**src/rtl/fifo_flags.sv**
```systemverilog
// fifo_flags: parametrised synchronous FIFO with count, level flags, sticky errors and flush.
// Define FIFO_FWFT_EN for first-word-fall-through output; default is a registered read port.
module fifo_flags #(
    parameter int N = 4,
    parameter int M = 2,
    parameter int AF_LEVEL = 3,
    localparam int CW = $clog2(N + 1)
) (
    input  logic          clk,
    input  logic          reset,
    input  logic          clr,
    input  logic [M-1:0]  in,
    input  logic          push,
    input  logic          pop,
    output logic [M-1:0]  out,
    output logic          full,
    output logic          empty,
    output logic          almost_full,
    output logic [CW-1:0] count,
    output logic          overflow,
    output logic          underflow
);
    localparam int PW = $clog2(N);

    logic [PW-1:0] rd_ptr_q, rd_ptr_d, wr_ptr_q, wr_ptr_d;
    logic [CW-1:0] count_q, count_d;
    logic          overflow_q, overflow_d, underflow_q, underflow_d;
    logic          push_ok, pop_ok, wr_en;
    logic [M-1:0]  mem_q [N];

    assign full        = count_q == CW'(N);
    assign empty       = count_q == '0;
    assign almost_full = count_q >= CW'(AF_LEVEL);
    assign count       = count_q;
    assign overflow    = overflow_q;
    assign underflow   = underflow_q;

    always_comb begin
        pop_ok      = pop & ~empty;
        push_ok     = push & (~full | pop_ok);
        wr_en       = ~clr & push_ok;
        rd_ptr_d    = rd_ptr_q;
        wr_ptr_d    = wr_ptr_q;
        count_d     = count_q;
        overflow_d  = overflow_q | (~clr & push & ~push_ok);
        underflow_d = underflow_q | (~clr & pop & ~pop_ok);
        if (clr) begin
            rd_ptr_d = '0;
            wr_ptr_d = '0;
            count_d  = '0;
        end else begin
            // explicit wrap keeps non-power-of-2 depths from ever indexing slot N
            if (push_ok) wr_ptr_d = (wr_ptr_q == PW'(N - 1)) ? '0 : wr_ptr_q + PW'(1);
            if (pop_ok) rd_ptr_d = (rd_ptr_q == PW'(N - 1)) ? '0 : rd_ptr_q + PW'(1);
            count_d = count_q + CW'(push_ok) - CW'(pop_ok);
        end
    end

    always_ff @(posedge clk) begin
        if (!reset) begin
            rd_ptr_q    <= '0;
            wr_ptr_q    <= '0;
            count_q     <= '0;
            overflow_q  <= 1'b0;
            underflow_q <= 1'b0;
        end else begin
            rd_ptr_q    <= rd_ptr_d;
            wr_ptr_q    <= wr_ptr_d;
            count_q     <= count_d;
            overflow_q  <= overflow_d;
            underflow_q <= underflow_d;
        end
    end

    // storage is never cleared; only the pointers and count define validity
    always_ff @(posedge clk) begin
        if (reset && wr_en) mem_q[wr_ptr_q] <= in;
    end

`ifdef FIFO_FWFT_EN
    assign out = empty ? '0 : mem_q[rd_ptr_q];
`else
    logic [M-1:0] out_q, out_d;

    assign out = out_q;

    always_comb begin
        out_d = out_q;
        if (clr) out_d = '0;
        else if (pop_ok) out_d = mem_q[rd_ptr_q];
    end

    always_ff @(posedge clk) begin
        if (!reset) out_q <= '0;
        else out_q <= out_d;
    end
`endif

endmodule

```
**config.mk**
```make
export PLATFORM = sky130hd
export DESIGN_NAME = fifo_flags
export DESIGN_NICKNAME = d
export VERILOG_FILES = /design/src/rtl/fifo_flags.sv
export SDC_FILE = /design/constraint.sdc
export NUM_CORES = 1
export LEC_CHECK = 0
export ABC_AREA = 1
export CAP_MARGIN = 15
export CORE_MARGIN = 2
export CORE_UTILIZATION = 39
export CTS_BUF_LIST = sky130_fd_sc_hd__clkbuf_4 sky130_fd_sc_hd__clkbuf_8 sky130_fd_sc_hd__clkbuf_16
export DETAILED_ROUTE_END_ITERATION = 10
export HOLD_SLACK_MARGIN = 0.1
export SETUP_SLACK_MARGIN = 0.2
export SYNTH_ARGS = -nofsm -noshare
export SYNTH_HDL_FRONTEND = slang
export SYNTH_SLANG_ARGS = --single-unit
```
**constraint.sdc**
```tcl
create_clock -name clk -period 1.9 [get_ports clk]
set_input_delay 0.38 -clock clk [delete_from_list [all_inputs] [get_ports clk]]
set_output_delay 0.38 -clock clk [all_outputs]
set_load 0.03 [all_outputs]
```
* Word-level counts from Yosys, hierarchy flattened
Memory sizes are Yosys's and may differ from the RTL's. A register that Yosys moved wholly into a read port is not among the register bits.
Index checks and enable logic that the tools add are counted.
** Storage, ports and cells
- Register bits :: 9
- Bits in latches :: 0
- RAM bits :: 8
- ROM bits :: 0
- Input port bits :: 7
- Output and inout port bits :: 10
- Memories :: 1
** Operators by class
- Add/sub/neg operators :: 4
- $mul :: 0
- Div/mod/pow operators :: 0
- Magnitude comparators :: 1
- Eq/ne operators :: 3
- Shift operators :: 0
- Muxes and demuxes :: 4
- Bitwise operators :: 16
- Reductions and logical operators :: 3
** Memories
- mem_q :: words 4, width 2, read ports 1, clocked after memory_dff 1, wr ports 1, RTL line 29 : logic [M-1:0] mem_q [N];
** Operators by type and width (count)
- bitwise AND 1 bit :: 7
- inverter 1 bit :: 6
- adder 2 x 1 -> 2 bit, second input constant :: 2
- equality test 2 bit, second input constant :: 2
- two-way mux 2 bit :: 2
- adder 3 x 1 -> 3 bit :: 1
- equality test 3 bit, second input constant :: 1
- greater-or-equal comparator 3 x 2 -> 1 bit, second input constant :: 1
- logical NOT 3 bit :: 1
- bitwise OR 1 bit :: 3
- subtractor 3 x 1 -> 3 bit :: 1
- two-way mux 1 bit :: 2
- OR reduction 2 bit :: 1
- logical AND 1 bit :: 1

* Depth between registers and ports, before layout
- Depth after elaboration :: 9
- Depth in mapped cells :: 10
- Gate-level depth less buffers :: 10

* Least setup slack after synthesis
OpenSTA, ideal clock, no wires.
- Path kind :: reg-to-reg
- From :: register count_q[1], in the netlist count[1]
- To :: register count_q[2], in the netlist count[2]
- Setup time :: 0.117 ns
- Data arrival time :: 1.769 ns
- Required time :: 1.783 ns
- Slack :: 0.014 ns
- Cell stages (with the launch flop) :: 10
- Period minus slack after synthesis :: 1.886 ns
- Cell sequence :: dfxtp_1 -> nor2_4 -> nand2_4 -> nand2_4 -> o21ai_0 -> ha_1 -> inv_1 -> fa_1 -> xor2_1 -> nor2_1
** On the way
- Cells in the longest elaborated chain, start to end :: 7
- Elaborated cells on any way between the ends :: 9
** Ends and longest elaborated chain
- from (decl) :: RTL line 26 : logic [CW-1:0] count_q, count_d;
- from (signal assigned) :: RTL line 69 : count_q <= count_d;
- logical NOT 3 bit :: RTL line 32 : assign empty = count_q == '0;
- inverter 1 bit :: RTL line 39 : pop_ok = pop & ~empty;
- bitwise AND 1 bit :: RTL line 39
- bitwise OR 1 bit :: RTL line 40 : push_ok = push & (~full | pop_ok);
- bitwise AND 1 bit :: RTL line 40
- adder 3 x 1 -> 3 bit :: RTL line 55 : count_d = count_q + CW'(push_ok) - CW'(pop_ok);
- subtractor 3 x 1 -> 3 bit (*) :: RTL line 55
Every way passes the cells marked *; elsewhere a longest branch is shown, timed or not.
A chain may end at the register's enable or synchronous reset.

* Worst setup path in the final report
- From :: register count_q[0], in the netlist count[0]
- To :: output port full
** On the way
- Cells in the longest elaborated chain, start to end :: 1
** Ends and longest elaborated chain
- equality test 3 bit :: RTL line 31 : assign full = count_q == CW'(N);
- to (decl) :: RTL line 16 : output logic full,
No other way between the ends.

==> flow_summary.toml <==
[timing]
final_hold_viol_count = 0
max_freq_ghz = 0.594
finClkSkew_ns = 0.00328
setup_viol = 0
setup-tns-final_ns = 0
period_minus_slack_ns = 1.68
rsz0062_at_grt = "yes"
max_slew.worst_pin.slew_ns = 0.311
report.final.slew_viol_count = 0
slew_headroom = 0.794
finalCritPeriodShare = 0.886

[clock_tree]
clkTransAtPathRegs_ns = 0.10
clock-root-buffer = "clkbuf_4"
cts_tree = "yes"
h-tree-depth = 1
cts_made_buffers = 3
insertion_delay_ns = 0.29
clkSinkCount = 19
clockBufferDepth = 2

[worst_setup_path]
worst_path_max_delay_cell = "dfxtp_4"
slowest_delay_ns = 0.38
critPathMaxFanout = 5
cp.required_ns = 1.52
reg2regPathDepth = 9
cp-end-kind = "output pin"
cp.depth = 3
startpoint_type = "flop"
worstPathCellList = "buf_4 > nor3_2 > clkdlybuf4s15_2"
ff2ff_setup_slack_ns = 0.22
worst_ep_arrival_time_ns = 1.30
crit_buf_inv = 2
cp_top_family = "buffers and inverters"
crit_type = "reg2out"

[grt]
grtUsageTotal = 0.138
grt_max_degree = 12
antenna_found_initial = 0
grt_overflow_total = 0
grt_pass1_wl_um = 2920
grt_pass1_vias = 705

[routing]
ant_nets = 0
wire_per_inst_um = 9.23
via_count = 785
vias_per_cell = 4.24
drt-total-wl_um = 1710
drtIter0Drc = 1
dr.pass1.iters = 3
drcViolationCount = 0

[yosys]
netlist_area_um2 = 1010
syn_avg_cell_area_um2 = 8.27
synth_area_leader_cell = "edfxtp_1"
synth_seq_cells = 19
synth_most_common_cell = "inv_1"
synth_cell_types = 19
synth_top_area_frac = 0.238
synthTopCellsByCount = "28 x inv_1, 27 x nand2_1, 16 x nor2_1, 11 x dfxtp_1"
synth_edf_count = 8
syn_inst = 122
ys_top_cells_by_area = "edfxtp_1 24%, dfxtp_1 22%, inv_1 10%, nand2_1 10%, ha_1 8.7%"
synthFlopType = "dfxtp_1"
ys_seq_area_frac = 0.457
yosysWarnings = 0
async_flop_share = 0
syn_nets = 137

[min_path]
hold_depth = 2
hold_path.class = "reg2reg"

[pwr]
ir_drop_mv = 0.414
p_leak_nw = 0.688
p_per_area_nw_per_um2 = 607

[run]
max_cap_violations = 0

[die]
die_h_um = 54.9
die_w_um = 54.9
io_pins = 17
core_um2 = 2450
start_util = 0.411
rows = 18
die_area_um2 = 3010

[cells_and_area]
antennaDiodeCount = 0
area_growth_syn_to_layout_pct = 33.1
drive_above_1_share = 0.252
final_nets = 171
final_cells = 185
design_area_um2 = 1340

[status]
status = "complete, no violations"

[place]
portBuffers = 16
hpwl_um = 1380
dp_cells = 176
place_area_um2 = 1270
place.gp.congestion = 0.767
==> state kept, by name, indices dropped and copies added (netlist names) <==
name       flops
overflow       1
count          3
mem_q          8
underflow      1
out            2
wr_ptr_q       2
rd_ptr_q       2
==> area by class of cell <==
class / count / area, um2
repair buffers: 29 / 239
multi-input cells: 74 / 455
flip-flops and latches: 19 / 472
well taps: 30 / 37.5
clock buffers: 3 / 22.5
fillers: 233 / 1110
inverters: 29 / 111
clock inverters: 1 / 5.00
==> stage by stage <==
step	worst slack, ns	hold slack, ns	util	total power [mW]
2_1_floorplan	0.226	0.479	-	0.552
3_3_place_gp	-0.224	0.441	0.519	0.620
3_5_place_dp	-0.267	0.453	0.519	0.622
4_1_cts	0.199	0.468	0.527	0.824
5_1_grt	0.128	0.502	0.547	0.872
6_report	0.217	0.460	0.547	0.815
==> layout by cell type (no fill, tap or decap), types with 5 or more instances in the layout <==
cell | Yosys | final
nand3_1 | 8 | 7
ha_1 | 7 | 6
inv_1 | 28 | 26
dlygate4sd2_1 | 0 | 8
nor2_1 | 16 | 15
edfxtp_1 | 8 | 8
buf_4 | 0 | 13
clkdlybuf4s50_1 | 0 | 5
nand2_1 | 27 | 27
dfxtp_1 | 11 | 8
==> repair_timing <==
| item | CTS | global route |
|---|---|---|
| setup buffers | 1 | 4 |
| gates cloned | 0 | 0 |
| pin swaps | 1 | 3 |
| endpoints found under the setup margin | 12 | 3 |
| hold buffers | 0 | 0 |
| gates resized for setup | 24 | 7 |
==> worst paths after layout <==
check | from | endpoint
setup / recovery | count[0]$_SDFF_PP0_ | full
hold / removal | overflow$_SDFF_PN0_ | overflow$_SDFF_PN0_
setup reg to reg | count[2]$_SDFF_PP0_ | count[1]$_SDFF_PP0_
hold reg to reg | overflow$_SDFF_PN0_ | overflow$_SDFF_PN0_
==> metal layers <==
metal  global-route usage  vias up  routed length [um]
li1                     -      434                   -
met1                0.170      343                 830
met2                0.220        8                 822
met3               0.0574        0                  54
met4               0.0375        0                   0
met5                    0        -                   0
==> power breakdown <==
group | total, mW | switching (mW) | internal, mW
sequential | 0.448 | 0.0123 | 0.436
combinational | 0.168 | 0.0943 | 0.0736
clock | 0.199 | 0.121 | 0.0784
==> worst register-to-register path, stage by stage, from the launching register on <==
cell and delay [ns]:
dfxtp_4 0.38, inv_4 0.04, buf_4 0.13, nand2_4 0.08, nand2_4 0.07, o21ai_2 0.12
ha_2 0.18, inv_2 0.03, fa_2 0.52, nor2_2 0.04
==> kinds of logic after synthesis <==
family | Yosys count | share of synthesized area
AND/OR/NAND/NOR | 62 | 0.303
buffers and inverters | 29 | 0.108
flip-flops | 19 | 0.457
adder cells (fa/ha/maj) | 8 | 0.107
AO/OA/AOI/OAI | 3 | 0.0174
XOR/XNOR | 1 | 0.00869
(Power assumes the default switching activity.)
